File: src/rtl/audio_codec_pkg.sv
// Shared audio frame constants and types for the codec TX path.
// The effect cores import this package too.
package audio_codec_pkg;

    localparam int SAMPLE_W   = 16;
    localparam int SLOT_BITS  = 32;
    localparam int FRAME_BITS = 2 * SLOT_BITS;

    localparam int POS_W  = $clog2(FRAME_BITS);
    localparam int SLOT_W = $clog2(SLOT_BITS);
    localparam int IDX_W  = $clog2(SAMPLE_W);

    typedef logic signed [SAMPLE_W-1:0] sample_t;

    typedef enum logic {
        WARMUP,
        RUN
    } state_e;

endpackage

File: src/rtl/bclk_gen.sv
// Bit-clock divider for the codec serial port.
// Produces BCLK and a one-cycle strobe on the cycle BCLK falls.
module bclk_gen #(
    parameter int BCLK_HALF = 8
) (
    input  logic clk_i,
    input  logic rst_ni,
    output logic bclk_o,
    output logic fall_o
);

    localparam int DW = (BCLK_HALF > 1) ? $clog2(BCLK_HALF) : 1;

    logic [DW-1:0] div_q, div_d;
    logic          bclk_q, bclk_d;
    logic          wrap;

    always_comb begin
        wrap   = (div_q == DW'(BCLK_HALF - 1));
        div_d  = wrap ? '0 : div_q + DW'(1);
        bclk_d = wrap ? ~bclk_q : bclk_q;
    end

    always_ff @(posedge clk_i or negedge rst_ni) begin
        if (!rst_ni) begin
            div_q  <= '0;
            bclk_q <= 1'b0;
        end else begin
            div_q  <= div_d;
            bclk_q <= bclk_d;
        end
    end

    assign bclk_o = bclk_q;
    assign fall_o = wrap & bclk_q;

endmodule

File: src/rtl/codec_dac_tx.sv
// I2S transmitter and frame-timing master for the effect chain.
// Captures core results once per frame and shifts them out MSB-first.
module codec_dac_tx
    import audio_codec_pkg::*;
#(
    parameter int BCLK_HALF  = 8,
    parameter int VALID_BITS = 4
) (
    input  logic    clk,
    input  logic    rst_n,
    input  sample_t left_in,
    input  sample_t right_in,
    input  logic    mute,
    output logic    VALID,
    output logic    BCLK,
    output logic    LRCLK,
    output logic    SDATA
);

    logic             fall;
    logic [POS_W-1:0] pos_q, pos_d;
    state_e           state_q, state_d;
    sample_t          shadow_l_q, shadow_l_d;
    sample_t          shadow_r_q, shadow_r_d;
    logic             lrclk_q, lrclk_d;
    logic             sdata_q, sdata_d;
    logic             valid_q, valid_d;
    logic [SLOT_W-1:0] slot_bit;
    logic [IDX_W-1:0]  idx;
    sample_t          chan;
    logic             wrap;

    bclk_gen #(
        .BCLK_HALF(BCLK_HALF)
    ) u_bclk (
        .clk_i (clk),
        .rst_ni(rst_n),
        .bclk_o(BCLK),
        .fall_o(fall)
    );

    always_comb begin
        pos_d      = pos_q;
        state_d    = state_q;
        shadow_l_d = shadow_l_q;
        shadow_r_d = shadow_r_q;
        lrclk_d    = lrclk_q;
        sdata_d    = sdata_q;
        valid_d    = valid_q;
        slot_bit   = '0;
        idx        = '0;
        chan       = '0;
        wrap       = (pos_q == POS_W'(FRAME_BITS - 1));
        if (fall) begin
            pos_d = wrap ? '0 : pos_q + POS_W'(1);
            if (wrap) begin
                state_d    = RUN;
                shadow_l_d = mute ? '0 : left_in;
                shadow_r_d = mute ? '0 : right_in;
            end
            // Slot bit 0 is the I2S delay bit; data sits in bits 1..SAMPLE_W.
            slot_bit = pos_d[SLOT_W-1:0];
            idx      = IDX_W'(SLOT_W'(SAMPLE_W) - slot_bit);
            lrclk_d  = (pos_d >= POS_W'(SLOT_BITS));
            chan     = lrclk_d ? shadow_r_q : shadow_l_q;
            sdata_d  = (state_d == RUN) && (slot_bit != '0)
                    && (slot_bit <= SLOT_W'(SAMPLE_W)) && chan[idx];
            valid_d  = (state_d == RUN) && (pos_d < POS_W'(VALID_BITS));
        end
    end

    always_ff @(posedge clk or negedge rst_n) begin
        if (!rst_n) begin
            pos_q      <= POS_W'(FRAME_BITS - 1);
            state_q    <= WARMUP;
            shadow_l_q <= '0;
            shadow_r_q <= '0;
            lrclk_q    <= 1'b1;
            sdata_q    <= 1'b0;
            valid_q    <= 1'b0;
        end else begin
            pos_q      <= pos_d;
            state_q    <= state_d;
            shadow_l_q <= shadow_l_d;
            shadow_r_q <= shadow_r_d;
            lrclk_q    <= lrclk_d;
            sdata_q    <= sdata_d;
            valid_q    <= valid_d;
        end
    end

    assign LRCLK = lrclk_q;
    assign SDATA = sdata_q;
    assign VALID = valid_q;

endmodule
File: config.mk
export PLATFORM = sky130hd
export DESIGN_NAME = codec_dac_tx
export DESIGN_NICKNAME = d
export VERILOG_FILES = /design/src/rtl/audio_codec_pkg.sv /design/src/rtl/bclk_gen.sv /design/src/rtl/codec_dac_tx.sv
export SDC_FILE = /design/constraint.sdc
export NUM_CORES = 1
export LEC_CHECK = 0
export BUFFER_PORTS_ARGS = -buffer_cell sky130_fd_sc_hd__buf_2
export CAP_MARGIN = 20
export CORE_ASPECT_RATIO = 2
export CORE_UTILIZATION = 50
export CTS_CLUSTER_SIZE = 20
export DETAILED_ROUTE_END_ITERATION = 16
export PLACE_DENSITY = 0.68
export REMOVE_ABC_BUFFERS = 1
export SLEW_MARGIN = 40
export SYNTH_ARGS = -nofsm -noshare
export SYNTH_HDL_FRONTEND = slang
export SYNTH_SLANG_ARGS = --single-unit
File: constraint.sdc
create_clock -name clk -period 4.43 [get_ports clk]
set_clock_uncertainty 0.2 [all_clocks]
set_input_delay 0.886 -clock clk [delete_from_list [all_inputs] [get_ports clk]]
set_output_delay 0.886 -clock clk [all_outputs]
set_load 0.03 [all_outputs]
==> Word-level counts from Yosys, hierarchy flattened <==
Cells that the tools add are included.
{ "totals": {"register_bits": 46, "latch_bits": 0, "ram_bits": 0, "romBits": 0, "inputBits": 35, "output_inout_bits": 4, "wordCells": 35, "n_memories": 0} }
{ "op_classes": {"n_addsub": 3, "multipliers": 0, "n_div": 0, "magnitude_cmp": 4, "n_eq_ne": 2, "shifts": 0, "n_mux": 9, "n_bitwise": 2, "reduce_logical": 6} }
{ "op_table": {"columns": ["operator", "n"], "rows": [
  ["two-way mux 16 bit", 3],
  ["adder 6 x 1 -> 6 bit (second input constant)", 1],
  ["equality test 6 bit (second input constant)", 1],
  [">= comparator 6 bit (second input constant)", 1],
  ["less-than comparator 6 x 3 -> 1 bit (second input constant)", 1],
  ["two-way mux 6 bit", 1],
  ["<= comparator 5 bit (second input constant)", 1],
  ["less-than comparator 4 x 5 -> 1 bit (second input constant)", 1],
  ["nonzero test 5 bit", 1],
  ["binary-select mux 1 bit (select 4 bit)", 1],
  ["logical AND 1 bit", 4],
  ["subtractor 1 x 4 -> 4 bit (first input constant)", 1],
  ["adder 3 x 1 -> 3 bit (second input constant)", 1],
  ["equality test 3 bit (second input constant)", 1],
  ["two-way mux 1 bit", 3],
  ["two-way mux 3 bit", 1],
  ["AND reduction 2 bit", 1],
  ["AND 1 bit", 1],
  ["inverter 1 bit", 1]
]} }

==> Logic depth before layout (Yosys ltp) <==
{ "depth": {"word_depth": 7, "depth_mapped": 9, "depth_no_buf": 8} }

==> Cells and area by module <==
Synthesis repeated with hierarchy kept, for this count alone.
{ "unflattened": {"hier_cells": 277, "area_unflattened_um2": 2547.4} }
{ "by_module_without_submodules": {"columns": ["module", "instances", "cells_each", "area_each_um2", "seq_area_each_um2"], "rows": [
  ["codec_dac_tx", 1, 268, 2402.3, 1059.8],
  ["bclk_gen", 1, 9, 145.1, 100.1]
]} }

==> Least setup slack after synthesis <==
OpenSTA, ideal clock, no wires.
{ "synth_timing": {"path_kind": "register -> register", "startpoint": "register pos_q[1]", "endpoint": "register sdata_q (netlist: SDATA)", "setup_time_ns": 0.134, "arrival_ns": 2.075, "t_required_ns": 4.096, "setup_slack_ns": 2.021, "stages_incl_launch_ff": 8, "path_buffers": 0, "synth_period_minus_slack_ns": 2.409, "cell_sequence": "dfstp_2 ha_1 and3_1 a21oi_2 a2111oi_0 nor4_1 a2111oi_0 nor3_1"} }
{ "synth_via": {"elab_chain_cells": 7, "word_cells_on_any_way": 15, "cone_classes": "add/sub (2); order compare (2); eq/ne (1); mux (6); reduce/logical (4)"} }
{ "synth_lines": {"columns": ["element", "line_no", "rtl"], "rows": [
  ["from (decl)", "codec_dac_tx.sv:21", "logic [POS_W-1:0] pos_q, pos_d;"],
  ["from (signal assigned)", "codec_dac_tx.sv:74", "pos_q <= POS_W'(FRAME_BITS - 1);"],
  ["from (signal assigned)", "codec_dac_tx.sv:82", "pos_q <= pos_d;"],
  ["adder 6 x 1 -> 6 bit / equality test 6 bit (equally long branches)", "codec_dac_tx.sv:55, codec_dac_tx.sv:53", null],
  ["two-way mux 6 bit", "codec_dac_tx.sv:55", "pos_d = wrap ? '0 : pos_q + POS_W'(1);"],
  [">= comparator 6 bit", "codec_dac_tx.sv:64", "lrclk_d = (pos_d >= POS_W'(SLOT_BITS));"],
  ["two-way mux 16 bit", "codec_dac_tx.sv:65", "chan = lrclk_d ? shadow_r_q : shadow_l_q;"],
  ["binary-select mux 1 bit (select 4 bit)", "codec_dac_tx.sv:67", "&& (slot_bit <= SLOT_W'(SAMPLE_W)) && chan[idx];"],
  ["two-way mux 1 bit (not written as such)", "codec_dac_tx.sv:67", null],
  ["logical AND 1 bit *", "codec_dac_tx.sv:67", null],
  ["to (signal assigned)", "codec_dac_tx.sv:87", "sdata_q <= sdata_d;"],
  ["to (decl)", "codec_dac_tx.sv:26", "logic sdata_q, sdata_d;"]
]} }
Mark *: on every way between the ends. The rest lies on a longest branch, timed or not. The select of a mux whose other input is x is not followed.
A chain may end at the register's enable or synchronous reset.

==> Worst setup path after layout <==
{ "layout_timing": {"startpoint": "register pos_q[0]", "endpoint": "register sdata_q (netlist: SDATA)"} }
Same word-level chain as after synthesis.

==> run metrics <==
initial core utilization=52.42%; Post-DRT Antenna Nets=0; Reg2Reg Depth=7; min-delay worst type=flop to flop; Hold Slack=255.4 ps; Crit Path Max Fanout=16; reg-to-reg critical path endpoint=SDATA$_DFFE_PN0P_; total area of sequential cells=1160 um^2; clk sinks=46; DR WL/cell=14.61 um; Setup Viol. Count Final=0; Die Height=103.5 um; CTS tree=yes; largest buffer count on any clock path=2; Area Overhead vs Synth=11.67%; Avg Cell Area, Syn=8.968 um^2; global-route wire length before repair=9.204 mm; worst slew pin tran=557.2 ps; Post CTS Setup Buffer Count=0; Yosys reg bits=46; Final Hold Fails=0; vias per std cell=5.574; layout cells sized above 1=21.20%; commonest non-fill, non-tap cells in the layout=nand2_1, o21ai_0, dfrtp_1, buf_2, nand2b_1; clock root cell=clkbuf_8; Post-Syn Instances=287; die area=5455 um^2; pin count of the biggest net entering global routing=66; worst rel slew slack=62.85%; number of flops mapped to enable cells by yosys=0; peak supply drop=0.0002330 V; hold buffers post-CTS=0; clk_lat worst skew=290 ps; FP Rows=36; CTS Buf Count=5; post-route setup slack=1497 ps; hold_sp=u_bclk.div_q[0]$_DFF_PN0_; worst path arrival time=2910 ps; pwr dens=267.9 nW/um^2; crit share post-route=66.21%; Seq/Total Area, Yosys=45.07%; H-tree depth=2; CP required=4400 ps; commonest non-fill, non-tap cell in the layout=nand2_1; Cell Area, Placed=2761 um^2; max-cap viol count=0; GP Congestion=0.8968; final core utilization=58.54%; grt ovf=0; DP Worst Slack=1548 ps; Netlist cell types=53; Pleak=1.293 nW; yosys warns=0; n_diodes=0; Hold Path Sink=u_bclk.div_q[0]$_DFF_PN0_; Reg clk slew, reported paths=80 ps; Metal-1 WL=2.248 mm; critical path class=flop to flop; DR iter-0 viols=49; Post-synth ARST share=100.0%; I/O pin total=39; input/output buffers=38; placed instance count=366; Final HPWL DP=4.131 mm; post-layout minimum cycle time=2933 ps; met2 WL=2.914 mm; status=finished clean; count of pins over their slew limit=0; top sig layer=met4; Final #Nets=354; layout filler cell count=475; Post-Syn Area=2574 um^2; initial antenna violation count=0; vias in the first global route=1,974; Final Power=0.7701 mW; drt first pass iters=4; r2r setup slk=1500 ps; final setup TNS=0 ps; Final Cell Area=2874 um^2; die width=52.73 um; met3 WL=130 um; RSZ-0062 raised after global routing=false; Worst Setup End Kind=flop; FF-to-FF Start=pos_q[0]$_DFFE_PN1P_; Hold Path Depth=1; Vias=2,079; multi-input logic area=1304 um^2; drc violations=0; Post-CTS Resized=0; CORE AREA=4910 um^2; Post-Layout Cell Count=373; Peak Freq=0.3410 GHz; All-Layer GR Usage=22.67%; CP startpoint kind=flop; Top FF cell, synth=dfrtp_1; final WL=5.450 mm
[critical path, stage by stage (launching register included)]
cell and delay [ps]:
dfstp_2 680, ha_1 440, nand3b_1 240, o22ai_1 400, o21ai_0 210, xnor2_1 190
a2111oi_0 380, nor3_1 80
[sequential cells by signal, indices dropped and copies added, names as in the netlist]
name           count
VALID              1
SDATA              1
pos_q              6
u_bclk.bclk_o      1
shadow_l_q        16
shadow_r_q        16
LRCLK              1
u_bclk.div_q       3
state_q            1
[cell families (layout without fill, tap and decap cells)]
logic type	Yosys count	after routing	share of synthesized area, %
multiplexers	8	8	3.306
adder cells (fa/ha/maj)	3	3	1.459
AO/OA/AOI/OAI	77	77	19.15
AND/OR/NAND/NOR	124	124	25.04
XOR/XNOR	5	5	1.701
buffers and inverters	24	53	4.278
flip-flops	46	46	45.07
[worst max path at each step]
stage                                     end  cells after the start  slack (ps)                  from
finish                      SDATA$_DFFE_PN0P_                      7        1500  pos_q[0]$_DFFE_PN1P_
global route                SDATA$_DFFE_PN0P_                      7        1280  pos_q[0]$_DFFE_PN1P_
CTS                         SDATA$_DFFE_PN0P_                      7        1540  pos_q[0]$_DFFE_PN1P_
detailed placement          SDATA$_DFFE_PN0P_                      7        1550  pos_q[0]$_DFFE_PN1P_
global placement            SDATA$_DFFE_PN0P_                      7        1620  pos_q[0]$_DFFE_PN1P_
floorplan           shadow_l_q[0]$_DFFE_PN0P_                      6        1710  pos_q[0]$_DFFE_PN1P_
[per-layer routing]
layer,global-route usage (%),up-vias
met3,2.778,11
met2,40.90,42
met1,25.91,975
met4,9.717,0
met5,0,-
li1,-,1051
[synthesized netlist by cell type (2+ instances only)]
cell type	number	area (um^2)
a2111oi_0	2	17.52
a211oi_1	2	15.01
a21oi_1	5	25.02
a221oi_1	2	17.52
a31oi_1	2	12.51
a41oi_1	2	17.52
and2_1	4	25.02
buf_4	3	22.52
clkbuf_1	12	45.04
dfrtp_1	39	975.9
dfstp_2	7	183.9
ha_1	3	37.54
inv_1	7	26.28
mux2_2	4	45.04
mux2i_1	4	40.04
nand2_1	51	191.4
nand2b_1	33	206.5
nand3_1	3	15.01
nand3_2	2	20.02
nor2_1	13	48.80
nor2b_1	4	25.02
nor3_1	4	20.02
nor4_1	2	12.51
o211ai_1	2	15.01
o21ai_0	42	210.2
o22ai_1	2	12.51
o41ai_1	2	17.52
xnor2_1	4	35.03
[power breakdown]
| part | switching [mW] | total (mW) | internal, mW |
|---|---|---|---|
| clock network | 0.135 | 0.316 | 0.181 |
| registers | 0 | 0.420 | 0.420 |
| logic | 0.0168 | 0.0346 | 0.0177 |
[layout make-up]
class | count | area share, %
Tap cell | 57 | 2.481
Sequential cell | 46 | 40.36
Clock inverter | 1 | 1.045
Inverter | 7 | 0.9142
Clock buffer | 6 | 2.873
Timing Repair Buffer | 39 | 6.966
Multi-Input combinational cell | 217 | 45.36
No activity file was read; power rests on OpenSTA's default activity.
